**config.mk**
```make
export PLATFORM = sky130hd
export DESIGN_NAME = scs_decoder_flat
export DESIGN_NICKNAME = d
export VERILOG_FILES = /design/src/rtl/scs_decoder_if.sv /design/src/rtl/scs_decoder.sv /design/src/flat_wrapper.sv
export SDC_FILE = /design/constraint.sdc
export NUM_CORES = 1
export LEC_CHECK = 0
export BUFFER_PORTS_ARGS = -buffer_cell sky130_fd_sc_hd__buf_2
export CAP_MARGIN = 20
export CORE_MARGIN = 2
export CORE_UTILIZATION = 56
export DETAILED_ROUTE_END_ITERATION = 7
export PLACE_DENSITY_LB_ADDON = 0.15
export SYNTH_ARGS = -nofsm -noshare
export SYNTH_HDL_FRONTEND = slang
export SYNTH_SLANG_ARGS = --single-unit
```
**constraint.sdc**
```tcl
create_clock -name clk -period 4.11 [get_ports clk]
set_clock_uncertainty 0.05 [all_clocks]
set_input_delay 0.411 -clock clk [delete_from_list [all_inputs] [get_ports clk]]
set_output_delay 0.411 -clock clk [all_outputs]
set_load 0.005 [all_outputs]
```
**src/rtl/scs_decoder_if.sv**
```systemverilog
// ---------------------------------------------------------------------------
// scs_decoder_if -- flit handshake bundle for the SCS decoder.
//   in_valid / in_ready / in_flit[31:0]   : encoded flit stream into the decoder
//   out_valid / out_ready                 : decoded stream handshake
//   out_data[30:0] / out_inv              : decoded payload and its invert flag
// master : the side that sources flits and sinks decoded data (e.g. a bench)
// slave  : the decoder itself
// ---------------------------------------------------------------------------
interface scs_decoder_if;
  logic        in_valid;
  logic        in_ready;
  logic [31:0] in_flit;
  logic        out_valid;
  logic        out_ready;
  logic [30:0] out_data;
  logic        out_inv;

  modport master (
    output in_valid, in_flit, out_ready,
    input  in_ready, out_valid, out_data, out_inv
  );

  modport slave (
    input  in_valid, in_flit, out_ready,
    output in_ready, out_valid, out_data, out_inv
  );
endinterface

```
**src/rtl/scs_decoder.sv**
```systemverilog
// ---------------------------------------------------------------------------
// scs_decoder -- decodes bus-invert-coded flits into a first-word
// fall-through FIFO and keeps saturating flit statistics.
//   clk        : single clock, rising edge
//   rst        : synchronous active-high reset
//   bus        : scs_decoder_if.slave (flit in / decoded payload out)
//   clr_stats  : synchronous clear of both counters
//   flit_count : flits accepted since reset/clear (saturating)
//   inv_count  : accepted flits whose invert flag was set (saturating)
// Each FIFO entry stores {invert flag, decoded payload}; decode happens at
// write time so the read side is a plain storage lookup.
// ---------------------------------------------------------------------------
module scs_decoder #(
  parameter int DEPTH = 4,
  parameter int CNT_W = 16
) (
  input  logic               clk,
  input  logic               rst,
  scs_decoder_if.slave       bus,
  input  logic               clr_stats,
  output logic [CNT_W-1:0]   flit_count,
  output logic [CNT_W-1:0]   inv_count
);

  localparam int AW = $clog2(DEPTH);
  localparam logic [CNT_W-1:0] CNT_MAX = {CNT_W{1'b1}};

  logic [31:0]      r_mem [DEPTH];
  logic [AW:0]      r_wptr;
  logic [AW:0]      r_rptr;
  logic [CNT_W-1:0] r_flit_cnt;
  logic [CNT_W-1:0] r_inv_cnt;

  logic        w_full;
  logic        w_empty;
  logic        w_push;
  logic        w_pop;
  logic [31:0] w_head;
  logic [30:0] w_decoded;

  // Extra pointer MSB distinguishes full from empty when the indices match.
  assign w_full  = (r_wptr[AW] != r_rptr[AW]) && (r_wptr[AW-1:0] == r_rptr[AW-1:0]);
  assign w_empty = (r_wptr == r_rptr);

  // in_ready deliberately ignores a same-cycle pop: no write when full.
  assign bus.in_ready  = !w_full && !rst;
  assign bus.out_valid = !w_empty;

  assign w_push = bus.in_valid && bus.in_ready;
  assign w_pop  = bus.out_valid && bus.out_ready;

  assign w_decoded = bus.in_flit[30:0] ^ {31{bus.in_flit[31]}};

  // Head is read straight from storage; forced to zero when nothing is held
  // so stale entries never leak onto the output.
  assign w_head       = r_mem[r_rptr[AW-1:0]];
  assign bus.out_data = w_empty ? 31'd0 : w_head[30:0];
  assign bus.out_inv  = w_empty ? 1'b0  : w_head[31];

  assign flit_count = r_flit_cnt;
  assign inv_count  = r_inv_cnt;

  // Storage has no reset: discarding is done by resetting the pointers.
  always_ff @(posedge clk) begin
    if (w_push) begin
      r_mem[r_wptr[AW-1:0]] <= {bus.in_flit[31], w_decoded};
    end
  end

  always_ff @(posedge clk) begin
    if (rst) begin
      r_wptr <= '0;
      r_rptr <= '0;
    end else begin
      if (w_push) r_wptr <= r_wptr + 1'b1;
      if (w_pop)  r_rptr <= r_rptr + 1'b1;
    end
  end

  // Clear beats a same-cycle increment; both counters stick at all-ones.
  always_ff @(posedge clk) begin
    if (rst || clr_stats) begin
      r_flit_cnt <= '0;
      r_inv_cnt  <= '0;
    end else if (w_push) begin
      if (r_flit_cnt != CNT_MAX) r_flit_cnt <= r_flit_cnt + 1'b1;
      if (bus.in_flit[31] && (r_inv_cnt != CNT_MAX)) r_inv_cnt <= r_inv_cnt + 1'b1;
    end
  end

endmodule

```
**src/flat_wrapper.sv**
```systemverilog
// flat-port wrapper written by rule: the top's interface ports become plain ports
module scs_decoder_flat 
#(
  parameter int DEPTH = 4,
  parameter int CNT_W = 16
)
  (clk, rst, clr_stats, flit_count, inv_count, bus_in_valid, bus_in_flit, bus_out_ready, bus_in_ready, bus_out_valid, bus_out_data, bus_out_inv);
  scs_decoder_if bus_i ();
  input  logic clk;
  input  logic rst;
  input  logic clr_stats;
  output logic [CNT_W-1:0] flit_count;
  output logic [CNT_W-1:0] inv_count;
  input wire logic [$bits(bus_i.in_valid)-1:0] bus_in_valid;
  input wire logic [$bits(bus_i.in_flit)-1:0] bus_in_flit;
  input wire logic [$bits(bus_i.out_ready)-1:0] bus_out_ready;
  output wire logic [$bits(bus_i.in_ready)-1:0] bus_in_ready;
  output wire logic [$bits(bus_i.out_valid)-1:0] bus_out_valid;
  output wire logic [$bits(bus_i.out_data)-1:0] bus_out_data;
  output wire logic [$bits(bus_i.out_inv)-1:0] bus_out_inv;
  assign bus_i.in_valid = bus_in_valid;
  assign bus_i.in_flit = bus_in_flit;
  assign bus_i.out_ready = bus_out_ready;
  assign bus_in_ready = bus_i.in_ready;
  assign bus_out_valid = bus_i.out_valid;
  assign bus_out_data = bus_i.out_data;
  assign bus_out_inv = bus_i.out_inv;
  scs_decoder #(.DEPTH(DEPTH), .CNT_W(CNT_W)) u_core (.clk(clk), .rst(rst), .bus(bus_i), .clr_stats(clr_stats), .flit_count(flit_count), .inv_count(inv_count));
endmodule
```
==> impl_metrics.json <==
{
  "crit_type": "flip-flop to output pin",
  "antennaDiodeCount": 0,
  "dieWidth_um": 118,
  "comb_power_share": 0.144,
  "slowest_delay_ps": 570,
  "synth_top_area_frac": 0.525,
  "insertion_delay_ps": 420,
  "clock_power_share": 0.374,
  "synth_cell_types": 43,
  "detail-route-antenna-nets": 0,
  "synth_area_leaders": "edfxtp_1 52%, dfxtp_1 11%, mux4_2 9.8%, xor2_1 4.1%, nor2b_1 2.8%",
  "p_leak_nw": 3.00,
  "postCtsHoldBufs": 0,
  "cap_violations": 0,
  "wl_per_cell_um": 18.5,
  "cts_tree": "yes",
  "ctsLongestPathBuffers": 2,
  "top_layer": "met4",
  "core_area_mm2": 0.0127,
  "grt_pass1_wl_mm": 23.1,
  "place.gp.congestion": 0.836,
  "grt_max_degree": 36,
  "clk_pin_slew_ps": 60,
  "maxSlewHeadroom": 0.407,
  "fmax_ghz": 0.357,
  "yosysSeqAreaShare": 0.634,
  "switching_share": 0.240,
  "cp-start-kind": "flip-flop",
  "syn_nets": 536,
  "antenna_found_initial": 0,
  "final_core_util": 0.676,
  "layout-drive-gt1-share": 0.302,
  "h-tree-depth": 4,
  "outcome": "completed",
  "wl_met2_mm": 7.15,
  "power_density_mw_per_mm2": 471,
  "num_io_pins": 103,
  "power.switching_w": 0.000967,
  "syn-cell-area_mm2": 0.00732,
  "overflow": 0,
  "first_global_vias": 4427,
  "regArea_mm2": 0.00465,
  "cts-buffers-inserted": 17,
  "internal_power_w": 0.00307,
  "path_max_fanout": 23,
  "fin_crit_sh": 0.682,
  "synth.most_common_cell": "edfxtp_1",
  "synth.largest_area_cell": "edfxtp_1",
  "seqPwrFrac": 0.481,
  "rsz0062_at_grt": "false",
  "num_rows": 41,
  "synth-seq-cells": 168,
  "ys.flop_type": "edfxtp_1",
  "layout_min_cycle_time_ps": 2800,
  "cts-resized-gates": 0,
  "nNetsFinal": 636,
  "yosysWarnings": 0,
  "vdd_drop_max_mv": 0.327,
  "syn_to_final_growth_pct": 16.9,
  "multiInputGateArea_mm2": 0.00255,
  "hpwl_mm": 8.90,
  "n_fill_cell": 926,
  "post-cts-setup-buffer-count": 0,
  "hold_class": "input port to flip-flop",
  "crit_family": "buffers and inverters",
  "ys_async_sr_fraction": 0,
  "fin_setup_tns_ps": 0,
  "drt_iter0_markers": 258,
  "syn_inst": 492,
  "clockRootBuffer": "clkbuf_16",
  "portBuffers": 102,
  "drcViolationCount": 0,
  "wl_met1_mm": 6.39,
  "cp_slowest_cell": "mux4_2",
  "finalHoldViolations": 0,
  "path_cells": "buf_4, mux4_2, nor2b_1, buf_2",
  "worstMarginPinSlew_ps": 890,
  "die-area_mm2": 0.0140,
  "synth_area_per_cell_um2": 14.9,
  "wl_met3_um": 659,
  "cp-end-kind": "output pin",
  "cp.required_ps": 3650,
  "die_h_um": 118,
  "setup_viol": 0,
  "crit_buf_inv": 2,
  "clock_sinks": 168,
  "crit_arrival_ps": 2340,
  "slew_violations": 0,
  "firstDrtPassIters": 4,
  "vias": 4474,
  "detail_route.vias_per_cell": 5.76,
  "track_usage": 0.216,
  "start_util": 0.578,
  "routed_wl_mm": 14.4,
  "synth_edf_count": 128,
  "synth_commonest_cells": "128 x edfxtp_1, 40 x dfxtp_1, 34 x xor2_1"
}
[power groups by stage]
stage / Sequential, W / Clock (W) / Combinational, W
after CTS: 0.00194 / 0.00154 / 0.000591
after detailed placement: 0.00198 / 0 / 0.000588
after global placement: 0.00198 / 0 / 0.000576
final: 0.00194 / 0.00151 / 0.000582
after floorplan: 0.00195 / 0 / 0.000401
after global routing: 0.00195 / 0.00161 / 0.000637
[flip-flops by register name, indices dropped and copies added (netlist names), named ones only]
register / count
u_core.flit_count: 16
u_core.inv_count: 16
u_core.r_mem: 128
u_core.r_rptr: 3
u_core.r_wptr: 3
[cell type report]
type | instances | area share
Sequential cell | 168 | 0.543
Multi-Input combinational cell | 292 | 0.298
Timing Repair Buffer | 109 | 0.0658
Clock buffer | 23 | 0.0558
Tap cell | 172 | 0.0251
Clock inverter | 9 | 0.0108
Inverter | 4 | 0.00175
[cells in the final DEF, fill, tap and decap left out, drive strengths merged, types with 2 or more instances in the layout]
cell and n:
mux4 32, clkinv 4, edfxtp 128, inv 6, dfxtp 40, nor2b 33, o41ai 2, and3 3
mux2i 16, o31a 4, o311ai 2, buf 109, nor2 9, o21a 2, xor2 36, a21oi 14
and2 7, or3 15, clkbuf 23, nor4 15, nand4 9, xnor2 2, nand3 12, clkinvlp 2
and4 7, o21ai 3, nor3 2, nand2 27, ha 7, o31ai 14, or4 12
[layer usage]
metal	up-vias	GRT usage
met5	-	0
met4	0	0.0670
met3	16	0.0632
met2	118	0.340
met1	2225	0.294
li1	2115	-
[worst register-to-register path: cells and delay by family, from the launching register on]
kind                      cells  cell delay (ps)
AOI/OAI and AO/OA             1              310
and+or+nand+nor               1              770
xor gates and xnor gates      1              400
DFF                           1              460
[per-stage QoR]
stage / setup WS, ps / instances / total power (W) / hold WS (ps) / cell area [um2]
after floorplan: 1810 / 492 / 0.00235 / 418 / 7320
after global placement: 1740 / 745 / 0.00255 / 418 / 7990
after detailed placement: 1680 / 745 / 0.00257 / 435 / 7990
after CTS: 1220 / 777 / 0.00407 / 261 / 8560
after global routing: 1110 / 777 / 0.00420 / 276 / 8560
final: 1310 / 777 / 0.00403 / 280 / 8560
[worst paths after layout]
check / slack [ps] / endpoint / startpoint / cells past startpoint
max: 1310 / bus_out_data[7] / flip-flop / 4
min: 280 / u_core.r_mem[0][8]$_DFFE_PP_ / bus_in_flit[8] / 2
max reg2reg: 1730 / u_core.r_mem[3][14]$_DFFE_PP_ / u_core.r_wptr[0]$_SDFFE_PP0P_ / 3
min reg2reg: 440 / u_core.flit_count[6]$_SDFFE_PP0P_ / u_core.flit_count[6]$_SDFFE_PP0P_ / 2
[logic make-up after synthesis]
kind of cell / share of synthesized area
flops: 0.634
buf+inv: 0.0198
fa+ha+maj: 0.0120
simple gates: 0.123
xor+xnor: 0.0485
compound gates: 0.0422
mux: 0.120
(Power assumes the default switching activity.)
